## src/rtl/pipe_run_ctrl.sv

```systemverilog
// Run controller for the 5-stage MIPS pipeline: fetch enable, HALT detect, watchdog, counters.
// Single-step support (PAUSE/STEP states, i_step_mode/i_step) is built only with PIPE_STEP_EN.
module pipe_run_ctrl #(
   parameter logic [31:0] HALT_INSTR   = 32'h0000000C,
   parameter int unsigned DRAIN_CYCLES = 4,
   parameter logic [31:0] MAX_CYCLES   = 32'd100000,
   parameter int unsigned CNT_WIDTH    = 32
) (
   input  logic                 d_clk,
   input  logic                 d_rst,
   input  logic                 i_start,
   input  logic                 i_stop,
   input  logic                 i_step_mode,
   input  logic                 i_step,
   input  logic [31:0]          i_instr,
   input  logic                 i_instr_valid,
   input  logic                 i_stall,
   input  logic                 i_retire,
   output logic                 o_ce,
   output logic                 o_busy,
   output logic                 o_done,
   output logic [1:0]           o_reason,
   output logic [2:0]           o_state,
   output logic [CNT_WIDTH-1:0] o_cycle_cnt,
   output logic [CNT_WIDTH-1:0] o_retired_cnt
);

   typedef enum logic [2:0] {
      StIdle  = 3'd0,
      StRun   = 3'd1,
      StDrain = 3'd2,
      StDone  = 3'd3,
      StPause = 3'd4,
      StStep  = 3'd5
   } state_e;

   typedef enum logic [1:0] {
      RsnNone    = 2'd0,
      RsnHalt    = 2'd1,
      RsnStop    = 2'd2,
      RsnTimeout = 2'd3
   } reason_e;

   localparam logic [3:0]           DrainLast = 4'(DRAIN_CYCLES - 1);
   localparam logic [CNT_WIDTH-1:0] WdogLast  = CNT_WIDTH'(MAX_CYCLES - 32'd1);
   localparam logic [CNT_WIDTH-1:0] CntMax    = '1;
   localparam logic [CNT_WIDTH-1:0] CntOne    = CNT_WIDTH'(1);

   state_e               state_q, state_d;
   reason_e              reason_q, reason_d;
   logic [3:0]           drain_q, drain_d;
   logic [CNT_WIDTH-1:0] cycle_q, cycle_d;
   logic [CNT_WIDTH-1:0] retired_q, retired_d;

   logic    clear;
   logic    counting;
   logic    halt_hit;
   logic    timeout;
   logic    step_mode;
   reason_e early;

`ifdef PIPE_STEP_EN
   logic step_pulse;

   assign step_mode  = i_step_mode;
   assign step_pulse = i_step;
`else
   logic unused_step;

   assign step_mode   = 1'b0;
   assign unused_step = i_step_mode ^ i_step;
`endif

   // A HALT held under a load-use stall is only taken once the stall releases.
   assign halt_hit = i_instr_valid && !i_stall && (i_instr == HALT_INSTR);

   always_comb begin
      early = RsnNone;
      if (halt_hit) begin
         early = RsnHalt;
      end else if (i_stop) begin
         early = RsnStop;
      end
   end

`ifdef PIPE_STEP_EN
   // With stepping, the watchdog must see RUN cycles only, not STEP or DRAIN.
   logic [CNT_WIDTH-1:0] wdog_q, wdog_d;

   always_comb begin
      wdog_d = wdog_q;
      if (clear) begin
         wdog_d = '0;
      end else if ((state_q == StRun) && (wdog_q != CntMax)) begin
         wdog_d = wdog_q + CntOne;
      end
   end

   always_ff @(posedge d_clk or negedge d_rst) begin
      if (!d_rst) begin
         wdog_q <= '0;
      end else begin
         wdog_q <= wdog_d;
      end
   end

   assign timeout = (wdog_q == WdogLast);
`else
   assign timeout = (cycle_q == WdogLast);
`endif

   always_comb begin
      state_d  = state_q;
      reason_d = reason_q;
      drain_d  = drain_q;
      clear    = 1'b0;
      unique case (state_q)
         StIdle, StDone: begin
            if (i_start) begin
               state_d  = step_mode ? StPause : StRun;
               reason_d = RsnNone;
               drain_d  = '0;
               clear    = 1'b1;
            end
         end
         StRun: begin
            if (early != RsnNone) begin
               state_d  = StDrain;
               reason_d = early;
               drain_d  = '0;
            end else if (timeout) begin
               state_d  = StDrain;
               reason_d = RsnTimeout;
               drain_d  = '0;
            end else if (step_mode) begin
               state_d = StPause;
            end
         end
         StDrain: begin
            if (drain_q == DrainLast) begin
               state_d = StDone;
            end else begin
               drain_d = drain_q + 4'd1;
            end
         end
`ifdef PIPE_STEP_EN
         StPause: begin
            if (early != RsnNone) begin
               state_d  = StDrain;
               reason_d = early;
               drain_d  = '0;
            end else if (!step_mode) begin
               state_d = StRun;
            end else if (step_pulse) begin
               state_d = StStep;
            end
         end
         StStep: begin
            if (early != RsnNone) begin
               state_d  = StDrain;
               reason_d = early;
               drain_d  = '0;
            end else begin
               state_d = StPause;
            end
         end
`endif
         default: begin
            state_d = StIdle;
         end
      endcase
   end

   always_ff @(posedge d_clk or negedge d_rst) begin
      if (!d_rst) begin
         state_q  <= StIdle;
         reason_q <= RsnNone;
         drain_q  <= '0;
      end else begin
         state_q  <= state_d;
         reason_q <= reason_d;
         drain_q  <= drain_d;
      end
   end

   assign counting = (state_q == StRun) || (state_q == StStep) || (state_q == StDrain);

   // Both counters saturate so a long run never reads back as a short one.
   always_comb begin
      cycle_d   = cycle_q;
      retired_d = retired_q;
      if (clear) begin
         cycle_d   = '0;
         retired_d = '0;
      end else begin
         if (counting && (cycle_q != CntMax)) begin
            cycle_d = cycle_q + CntOne;
         end
         if (i_retire && o_busy && (retired_q != CntMax)) begin
            retired_d = retired_q + CntOne;
         end
      end
   end

   always_ff @(posedge d_clk or negedge d_rst) begin
      if (!d_rst) begin
         cycle_q   <= '0;
         retired_q <= '0;
      end else begin
         cycle_q   <= cycle_d;
         retired_q <= retired_d;
      end
   end

   assign o_ce          = (state_q == StRun) || (state_q == StStep);
   assign o_busy        = (state_q == StRun) || (state_q == StPause) ||
                          (state_q == StStep) || (state_q == StDrain);
   assign o_done        = (state_q == StDone);
   assign o_reason      = reason_q;
   assign o_state       = state_q;
   assign o_cycle_cnt   = cycle_q;
   assign o_retired_cnt = retired_q;

endmodule

```

## config.mk

```make
export PLATFORM = sky130hd
export DESIGN_NAME = pipe_run_ctrl
export DESIGN_NICKNAME = d
export VERILOG_FILES = /design/src/rtl/pipe_run_ctrl.sv
export SDC_FILE = /design/constraint.sdc
export NUM_CORES = 1
export LEC_CHECK = 0
export CAP_MARGIN = 5
export CORE_MARGIN = 5
export CORE_UTILIZATION = 52
export DETAILED_ROUTE_END_ITERATION = 6
export PLACE_DENSITY = 0.83
export SLEW_MARGIN = 20
export SYNTH_ARGS = -nofsm -noshare
export SYNTH_HDL_FRONTEND = slang
export SYNTH_SLANG_ARGS = --single-unit
```

## constraint.sdc

```tcl
create_clock -name d_clk -period 4.59 [get_ports d_clk]
set_input_delay 0.459 -clock d_clk [delete_from_list [all_inputs] [get_ports d_clk]]
set_output_delay 0.459 -clock d_clk [all_outputs]
set_load 0.02 [all_outputs]
```

Word level (Yosys, flattened, before mapping)
Index checks and enable logic that the tools add are counted.
{ "op_classes": {"n_reduce_logical": 21, "bitwise": 0, "div": 0, "n_eq_ne": 14, "n_addsub": 3, "shifts": 0, "n_lt_le_gt_ge": 0, "muxes": 22, "mul": 0} }
{ "ops": {"columns": ["op", "n"], "rows": [
  ["$mux 32", 4],
  ["$add 32x1->32 const B", 2],
  ["$ne 32x32->1 const B", 2],
  ["$eq 32x17->1 const B", 1],
  ["$eq 32x4->1 const B", 1],
  ["$mux 4", 4],
  ["$mux 3", 4],
  ["$pmux 4 s3", 1],
  ["$mux 2", 5],
  ["$pmux 3 s3", 1],
  ["$reduce_bool 2->1", 4],
  ["$eq 3x2->1 const B", 2],
  ["$eq 3x3->1 const B", 2],
  ["$ne 2x2->1 const B", 3],
  ["$reduce_and 3->1", 2],
  ["$logic_and 1x1->1", 5],
  ["$logic_or 1x1->1", 5],
  ["$add 4x1->4 const B", 1],
  ["$eq 4x2->1 const B", 1],
  ["$pmux 2 s2", 1],
  ["$reduce_and 4->1", 1],
  ["$eq 3x1->1 const B", 1],
  ["$logic_not 3->1", 1],
  ["$ne 3x3->1 const B", 1],
  ["4 further kinds", 5]
]} }
{ "totals": {"in_bits": 41, "word_cells": 65, "memories": 0, "latch_bits": 0, "mem_bits_ro": 0, "ramBits": 0, "regBits": 73} }

Depth between registers and ports, before layout
Gate-level depths: netlist of run 1.
{ "depth": {"ltp_word": 8, "depth_mapped": 9, "mapped_depth_nobuf": 8} }

Least setup slack after synthesis of run 1
OpenSTA, ideal clock, no wires.
{ "synth_path": {"path_type": "reg-to-reg", "start": "register state_q[0], in the netlist o_state[0]", "end": "register retired_q[29], in the netlist o_retired_cnt[29]", "stages_incl_launch_ff": 9, "t_arrival_ps": 2068, "n_path_buf": 0, "path_slack_ps": 2390, "t_required_ps": 4458, "cell_sequence": "dfrtp_1 > inv_1 > ha_1 > nand2b_1 > nor4_2 > nand3_2 > nor4_1 > xnor2_1 > nor2_1"} }
{ "synth_between": {"elab_chain_cells": 7} }
{ "synth_lines": {"columns": ["element", "line_no", "text"], "rows": [
  ["start, declared", "49", "state_e state_q, state_d;"],
  ["start signal, assigned", "176", "state_q <= StIdle;"],
  ["start signal, assigned", "180", "state_q <= state_d;"],
  ["$eq 3x1->1 or $eq 3x3->1 (tied branches)", "216", "assign o_busy = (state_q == StRun) || (state_q == StPause) ||"],
  ["$logic_or 1x1->1 (2 in series)", "216", null],
  ["$logic_or 1x1->1", "217", "(state_q == StStep) || (state_q == StDrain);"],
  ["$logic_and 1x1->1 (2 in series)", "199", "if (i_retire && o_busy && (retired_q != CntMax)) begin"],
  ["$reduce_bool 2->1 (no source line)", null, null],
  ["end signal, assigned", "211", "retired_q <= retired_d;"],
  ["end, declared", "53", "logic [CNT_WIDTH-1:0] retired_q, retired_d;"]
]} }
Parallel ways exist; a longest one is shown, timed or not.
A chain may end at the register's enable or synchronous reset.

Worst setup path after layout of run 1
{ "layout_path": {"start": "register state_q[0], in the netlist o_state[0]", "end": "output port o_busy"} }
{ "layout_between": {"elab_chain_cells": 4} }
{ "layout_lines": {"columns": ["element", "line_no", "text"], "rows": [
  ["$eq 3x1->1 or $eq 3x3->1 (tied branches)", "216", null],
  ["$logic_or 1x1->1 (2 in series)", "216", null],
  ["$logic_or 1x1->1 (*)", "217", null],
  ["end, declared", "20", "output logic o_busy,"]
]} }
Mark *: on every way between the ends. The rest lies on a longest branch, timed or not.

==> impl_results.md, run 1 <==
- Hold_ws: 172 ps
- CP Capture Type: output port
- Synth cell types: 57
- Crit Path Class: flop to output port
- Detailed-route DRC error count: 0
- Startpoint Class: flop
- R2R setup slack: 1510 ps
- MaxCap Viol Count: 0
- Clock power share: 0.294
- CTS tree: done
- Final Max Slew Viols: 0
- Worst IR Drop VDD: 0.000246 V
- Largest net degree at the start of global routing: 39
- Net Sw Frac: 0.374
- Fmax: 317 MHz
- Worst skew pair latency: 360 ps
- Synth top area cells: dfrtp_1 (44%), xnor2_1 (5.3%), nand2_1 (4.4%)
- Global-route wire length before repair: 18300 um
- Hold-fix buffers at CTS: 0
- Clock Sink Count: 72
- Vias/cell: 5.88
- Vias in the first global route: 3824
- Antenna viol nets, final: 0
- Fin. Hold Viols: 0
- Post-DP HPWL: 7930 um
- Gate Count Post-Synth: 447
- Setup WS pre-CTS: 1550 ps
- Overflow after GRT: 0
- Initial Util: 0.533
- Power density cells: 383 mW/mm^2
- Average wire per standard cell: 16.4 um
- Cell Rows: 32
- Setup violators final: 0
- Share of post-route cells with drive strength above 1: 0.0677
- RSZ-0062 raised after global routing: no
- Cts repair resizes: 0
- Seq cells post-synth: 72
- Final Skew: 8.79 ps
- Worst R2R End: o_retired_cnt[29]
- GRT Resource Usage Total: 0.226
- P_int: 1.33 mW
- Final Critical Period: 3150 ps
- Critical Path Fanout Max: 21
- Die Span Y: 99 um
- Syn_area_per_cell: 9.21 um^2
- Num CTS Buffers: 9
- Post-Syn Area: 0.00412 mm^2
- Top FF cell, synth: dfrtp_1
- Setup tns final: 0 ps
- Synth warn: 0
- Ant diodes: 0
- RR Startpoint: o_state[0]
- Io pins: 113
- WL final: 10900 um
- Outcome: finished clean
- Final net count: 604
- Slew @ Worst Pin: 790 ps
- Fin crit share: 0.687
- Sequential power share: 0.356
- Worst Reg2Reg Path Length in Cells: 8
- Hold Crit Class: input port to asynchronous set/reset pin
- Area of the die: 0.00980 mm^2
- Core Region: 0.00773 mm^2
- Number of port buffers: 109
- Synthesis-to-layout area growth: 34.5%
- Clock slew at reported path FFs: 80 ps
- Post-synthesis sequential area ratio: 0.437
- Inst Count DP: 647
- Number of synthesized flops with an enable pin: 0
- CTS max path bufs: 2
- Slew HR: 0.473
- Final worst-path setup slack: 1440 ps
- Synth area leader: dfrtp_1
- Count leader, synth: dfrtp_1
- Final Non-Filler Cells: 663
- Root Driver: clkbuf_8
- Sw power: 0.794 mW
- TritonRoute pass-1 iters: 4
- FFs w/ async S/R, synth: 1.00
- Die X: 99 um
- Initial antenna violation count: 0
- Postcts setup bufs: 0
- Post-synth top area share: 0.437
- Post-synth top cells: dfrtp_1 (72), nand2_1 (48), nor2_1 (48)
- DRT iter0 DRCs: 264
- Vias: 3897
- Routability cong.: 0.855
- Leakage Power: 2.21 nW
- Arr. time, crit path: 2690 ps
- Net Count, Synth: 495
- H-tree Lvls: 3
- Combinational share of power: 0.350
- Critical Path RT: 4130 ps
cells in the final DEF, fill, tap and decap left out, drive strengths merged, types with 3 or more instances in the layout:
cell           count
dfrtp             72
or3                9
nor2              49
nor4b              5
o22ai              4
o211ai             3
nand3             33
a21oi             11
o31ai              6
nor3              13
xor2              16
nand4             21
o21ai             23
clkinv             3
buf                4
nor2b              3
nor4              24
and3              13
nand2             48
xnor2             25
bufinv             3
and2               3
ha                 7
clkbuf            11
and4               4
mux2i              7
clkdlybuf4s50    108
inv               11
worst max-delay path, stage by stage, from the launching register on:
cell	delay [ps]
dfrtp_1	440
inv_1	70
ha_1	720
clkinv_1	450
clkdlybuf4s50_1	650
worst max-delay path by stage:
| stage | endpoint | from | cells after the start | slack, ps |
|---|---|---|---|---|
| finish | o_busy | o_state[0] | 4 | 1440 |
| global route | o_retired_cnt[29] | o_state[0] | 8 | 1230 |
| CTS | o_busy | o_state[0] | 4 | 1430 |
| detailed placement | o_retired_cnt[29] | o_state[0] | 8 | 1550 |
| global placement | o_retired_cnt[31] | o_state[0] | 8 | 1610 |
| floorplan | o_retired_cnt[29] | o_state[0] | 8 | 2390 |
sequential cells by signal, indices dropped and copies added, names as in the netlist:
name / flops
o_reason: 2
o_state: 2
o_cycle_cnt: 32
drain_q: 4
o_retired_cnt: 32
power by group through the flow:
| stage | Combinational [mW] | Clock [mW] | Sequential [mW] |
|---|---|---|---|
| final | 0.743 | 0.624 | 0.755 |
| after global routing | 0.807 | 0.658 | 0.764 |
| after CTS | 0.744 | 0.633 | 0.755 |
| after detailed placement | 0.742 | 0 | 0.767 |
| after global placement | 0.721 | 0 | 0.762 |
| after floorplan | 0.423 | 0 | 0.805 |
metal layers:
metal | GRT usage | wire, um
met5 | 0 | 0
met4 | 0.0914 | 214
met3 | 0.0446 | 731
met2 | 0.379 | 5450
met1 | 0.285 | 4480
per-stage QoR:
step	utilization	total power, mW	area (um^2)
floorplan	-	1.23	4120
global placement	0.685	1.48	5300
detailed placement	0.685	1.51	5300
CTS	0.717	2.13	5540
global route	0.717	2.23	5540
finish	0.717	2.12	5540
area by class of cell:
| cell class | instances | area (um^2) |
|---|---|---|
| flip-flops and latches | 72 | 1800 |
| well taps | 102 | 128 |
| repair buffers | 112 | 1110 |
| clock inverters | 5 | 104 |
| fillers | 574 | 2190 |
| multi-input cells | 349 | 2210 |
| inverters | 12 | 45.0 |
| clock buffers | 11 | 141 |
cell families after synthesis:
family / Yosys count / share of synthesized area
AOI/OAI and AO/OA: 57 / 0.0963
adders and majority gates: 7 / 0.0213
and+or+nand+nor: 236 / 0.314
buffers and inverters: 26 / 0.0258
DFF: 72 / 0.437
muxes: 7 / 0.0170
xor gates and xnor gates: 41 / 0.0872
other: 1 / 0.000910
No activity file was read; power rests on OpenSTA's default activity.
==> inputs of run 2 (changes only) <==
Settings changed: CORE_UTILIZATION 52 to 44, PLACE_DENSITY 0.83 to 0.75.
Clock period 4.59 ns to 2.8 ns, I/O delays scaled along.
==> impl_results.md, run 2 (synthesis results as in run 1) <==
- Outcome: finished clean
- CTS max path bufs: 2
- Clock Sink Count: 72
- Root Driver: clkbuf_8
- RSZ-0062 raised after global routing: no
- RR Startpoint: o_state[0]
- Area of the multi-input gates: 0.00221 mm^2
- Sequential power share: 0.350
- Vias: 3799
- CP Capture Type: output port
- Slowest CP cell: clkdlybuf4s50_1
- Final Skew: 13.9 ps
- Final Critical Period: 2590 ps
- Register area: 0.00180 mm^2
- Fin. Hold Viols: 0
- Worst-path cell chain: inv_1 -> ha_1 -> buf_4 -> clkinv_1 -> clkdlybuf4s50_1
- Share of post-route cells with drive strength above 1: 0.0758
- Post-DP HPWL: 7990 um
- Sw power: 1.31 mW
- Clock slew at reported path FFs: 80 ps
- Net Sw Frac: 0.370
- Worst Reg2Reg Path Length in Cells: 8
- Startpoint Class: flop
- P_int: 2.22 mW
- TritonRoute pass-1 iters: 4
- Slew HR: 0.535
- Crit Path Class: flop to output port
- Antenna viol nets, final: 0
- GRT Resource Usage Total: 0.197
- Fmax: 386 MHz
- Area of the die: 0.0114 mm^2
- Initial antenna violation count: 0
- Ant diodes: 0
- Leakage Power: 2.25 nW
- Inst Count DP: 661
- Final Max Slew Viols: 0
- Overflow after GRT: 0
- Synthesis-to-layout area growth: 36.6%
- Number of port buffers: 109
- FILL cells: 803
- Critical Path Fanout Max: 20
- Crit path largest cell delay: 620 ps
- Worst skew pair latency: 350 ps
- Routability cong.: 0.822
- Io pins: 113
- WL final: 10900 um
- Postcts setup bufs: 0
- Detailed-route DRC error count: 0
- Final Non-Filler Cells: 678
- Worst IR Drop VDD: 0.000338 V
- Setup tns final: 0 ps
- Initial Util: 0.448
- Arr. time, crit path: 2310 ps
- Critical Path RT: 2520 ps
- Clock power share: 0.290
- Combinational share of power: 0.359
- Average wire per standard cell: 16.1 um
- Worst R2R End: o_retired_cnt[29]
- Die X: 107 um
- Most frequent cells in the layout: clkdlybuf4s50_1 (108), dfrtp_1 (72), nand2_1 (48)
- Cell Rows: 35
- Setup violators final: 0
- Die Span Y: 107 um
- MaxCap Viol Count: 0
- H-tree Lvls: 3
- Fin crit share: 0.925
- Vias in the first global route: 3758
- Core Region: 0.00920 mm^2
- Power density cells: 627 mW/mm^2
- Commonest non-fill, non-tap cell in the layout: clkdlybuf4s50_1
- Cts repair resizes: 0
- CTS tree: done
- Largest net degree at the start of global routing: 50
- Hold Crit Class: input port to asynchronous set/reset pin
- Slew @ Worst Pin: 695 ps
- Final net count: 610
- Global-route wire length before repair: 18400 um
- Hold-fix buffers at CTS: 1
- R2R setup slack: 390 ps
- Num CTS Buffers: 9
- DRT iter0 DRCs: 158
- Vias/cell: 5.60
==> run 2: how the worst max path moves through the flow <==
stage | slack, ps | end | startpoint
after floorplan | 600 | o_retired_cnt[29] | o_state[0]
after global placement | 420 | o_retired_cnt[25] | o_state[0]
after detailed placement | 400 | drain_q[3] | i_instr[3]
after CTS | 200 | o_busy | o_state[0]
after global routing | 40 | o_busy | o_state[0]
final | 210 | o_busy | o_state[0]
==> run 2: stage by stage <==
stage	power, mW	area (um^2)	hold WS, ps	util	setup slack, ps
final	3.53	5630	461	0.612	210
after global routing	3.74	5630	520	0.612	44.2
after detailed placement	2.53	5370	323	0.584	403
after global placement	2.50	5370	311	0.584	415
after floorplan	2.01	4120	-15.6	-	600
after CTS	3.56	5630	473	0.612	197
==> run 2: cell type report <==
cell class / count / area share
sequential: 72 / 0.320
clock buffer: 11 / 0.0251
inverter: 12 / 0.00801
clock inverter: 5 / 0.0185
tap: 111 / 0.0247
multi-input combinational: 349 / 0.393
timing repair buffer: 118 / 0.210
==> run 2: critical path, delay by kind of cell (launching register included) <==
family / cells / cell delay [ps]
buffers and inverters: 4 / 1210
DFF: 1 / 440
adders and majority gates: 1 / 310
==> run 2: power groups by stage <==
stage | combinational [mW] | clock, mW | sequential [mW]
after CTS | 1.28 | 1.04 | 1.23
after floorplan | 0.693 | 0 | 1.32
final | 1.27 | 1.02 | 1.24
after global placement | 1.25 | 0 | 1.25
after detailed placement | 1.27 | 0 | 1.26
after global routing | 1.40 | 1.09 | 1.26
==> run 2: per-layer routing <==
layer	wire length, um	up-vias	part of all wire	global-route usage
met5	0	-	0	0
met4	53	0	0.0048	0.0521
met3	558	5	0.051	0.0439
met2	5390	76	0.49	0.318
met1	4930	1869	0.45	0.267
li1	-	1849	-	-
==> inputs of run 3 (changes only) <==
Settings changed: PLACE_DENSITY 0.75 to 0.77.
==> impl_results.md, run 3 (synthesis results as in run 1) <==
- Crit path largest cell delay: 630 ps
- Worst-path cell chain: inv_1 -> ha_1 -> clkinv_1 -> clkdlybuf4s50_1
- MaxCap Viol Count: 0
- Fin crit share: 0.928
- Slew @ Worst Pin: 917 ps
- Critical Path RT: 2520 ps
- Fmax: 385 MHz
- Startpoint Class: flop
- Clock slew at reported path FFs: 90 ps
- DRT iter0 DRCs: 145
- GRT Resource Usage Total: 0.195
- Global-route wire length before repair: 18400 um
- Final Skew: 13.1 ps
- Crit-path leading delay family: buffers and inverters
- CTS max path bufs: 2
- Area of the die: 0.0114 mm^2
- Share of post-route cells with drive strength above 1: 0.0794
- Synthesis-to-layout area growth: 35.4%
- H-tree Lvls: 3
- Outcome: finished clean
- Cell Rows: 35
- Setup violators final: 0
- Hold Crit Class: input port to asynchronous set/reset pin
- Ant diodes: 0
- Slew HR: 0.389
- Final net count: 610
- Routability cong.: 0.810
- Worst skew pair latency: 340 ps
- WL final: 11000 um
- CTS tree: done
- Final Max Slew Viols: 0
- Postcts setup bufs: 0
- Slowest CP cell: clkdlybuf4s50_1
- Cts repair resizes: 0
- Setup tns final: 0 ps
- CP Capture Type: output port
- Final Critical Period: 2600 ps
- Crit Path Class: flop to output port
- Critical path buffer and inverter count: 3
- Die X: 107 um
- Vias in the first global route: 3818
- Initial antenna violation count: 0
- Worst Reg2Reg Path Length in Cells: 8
- Average wire per standard cell: 16.2 um
- RSZ-0062 raised after global routing: no
- Critical Path Fanout Max: 8
- Leakage Power: 2.23 nW
- Power density cells: 610 mW/mm^2
- RR Startpoint: o_retired_cnt[0]
- Commonest non-fill, non-tap cell in the layout: clkdlybuf4s50_1
- Number of port buffers: 109
- Initial Util: 0.448
- Antenna viol nets, final: 0
- Detailed-route DRC error count: 0
- Fin. Hold Viols: 0
- R2R setup slack: 390 ps
- Clock Sink Count: 72
- Vias: 3821
- Die Span Y: 107 um
- Total chip power: 3.40 mW
- Post-DP HPWL: 7990 um
- Root Driver: clkbuf_8
- Overflow after GRT: 0
- Hold-fix buffers at CTS: 0
- Worst R2R End: o_retired_cnt[1]
- TritonRoute pass-1 iters: 4
- Core Region: 0.00920 mm^2
- Final Cell Area: 0.00558 mm^2
- Num CTS Buffers: 9
- Arr. time, crit path: 2320 ps
- Most frequent cells in the layout: clkdlybuf4s50_1 (108), dfrtp_1 (72), nand2_1 (48)
- Post-DP Area: 0.00537 mm^2
- Io pins: 113
- Largest net degree at the start of global routing: 73
- Vias/cell: 5.64
- Worst IR Drop VDD: 0.000310 V
-- run 3: cell count changes in the layout (fill, tap and decap cells not counted) --
| cell | change |
|---|---|
| buf_12 | -1 |
| clkinv_2 | -1 |
| clkinv_4 | -1 |
| bufinv_16 | -2 |
| buf_4 | +2 |
| inv_6 | +2 |
| clkbuf_1 | -1 |
| clkinvlp_4 | +2 |
| clkbuf_8 | +1 |
| dlygate4sd3_1 | -1 |
-- run 3: worst max-delay path by stage --
stage / endpoint / slack, ps / cells past startpoint / from
final: o_busy / 200 / 4 / o_state[0]
after global routing: o_busy / 60 / 4 / o_state[0]
after detailed placement: drain_q[3] / 380 / 7 / i_instr[1]
after floorplan: o_retired_cnt[29] / 600 / 8 / o_state[0]
after CTS: o_busy / 170 / 4 / o_state[0]
after global placement: drain_q[3] / 410 / 7 / i_stall
-- run 3: worst register-to-register path, delay by kind of cell, from the launching register on --
family / cells / cell delay, ps
adders and majority gates: 1 / 230
buffers and inverters: 1 / 210
DFF: 1 / 420
muxes: 1 / 200
and+or+nand+nor: 5 / 1240
-- run 3: layout make-up --
type / instances / area [um^2]
Fill cell: 795 / 3620
Inverter: 12 / 45.0
Clock buffer: 11 / 151
Clock inverter: 5 / 62.6
Timing Repair Buffer: 118 / 1170
Multi-Input combinational cell: 349 / 2210
Sequential cell: 72 / 1800
Tap cell: 111 / 139
-- run 3: power by group --
group | switching (mW) | leakage, nW | internal, mW
combinational | 0.793 | 1.13 | 0.489
sequential | 0.115 | 0.992 | 1.13
clock | 0.411 | 0.103 | 0.467
-- run 3: per-stage QoR --
stage / utilization / setup slack [ps] / instances / hold WS [ps]
after floorplan: - / 600 / 447 / -15.6
after global placement: 0.583 / 414 / 662 / 519
after detailed placement: 0.583 / 380 / 662 / 522
after CTS: 0.607 / 171 / 678 / 182
after global routing: 0.607 / 55.6 / 678 / 246
final: 0.607 / 203 / 678 / 144
-- run 3: metal layers --
| layer | wire length (um) | vias up | global-route usage |
|---|---|---|---|
| met4 | 76 | 0 | 0.0493 |
| met3 | 679 | 6 | 0.0433 |
| met1 | 4820 | 1857 | 0.254 |
| li1 | - | 1857 | - |
| met5 | 0 | - | 0 |
| met2 | 5400 | 101 | 0.330 |
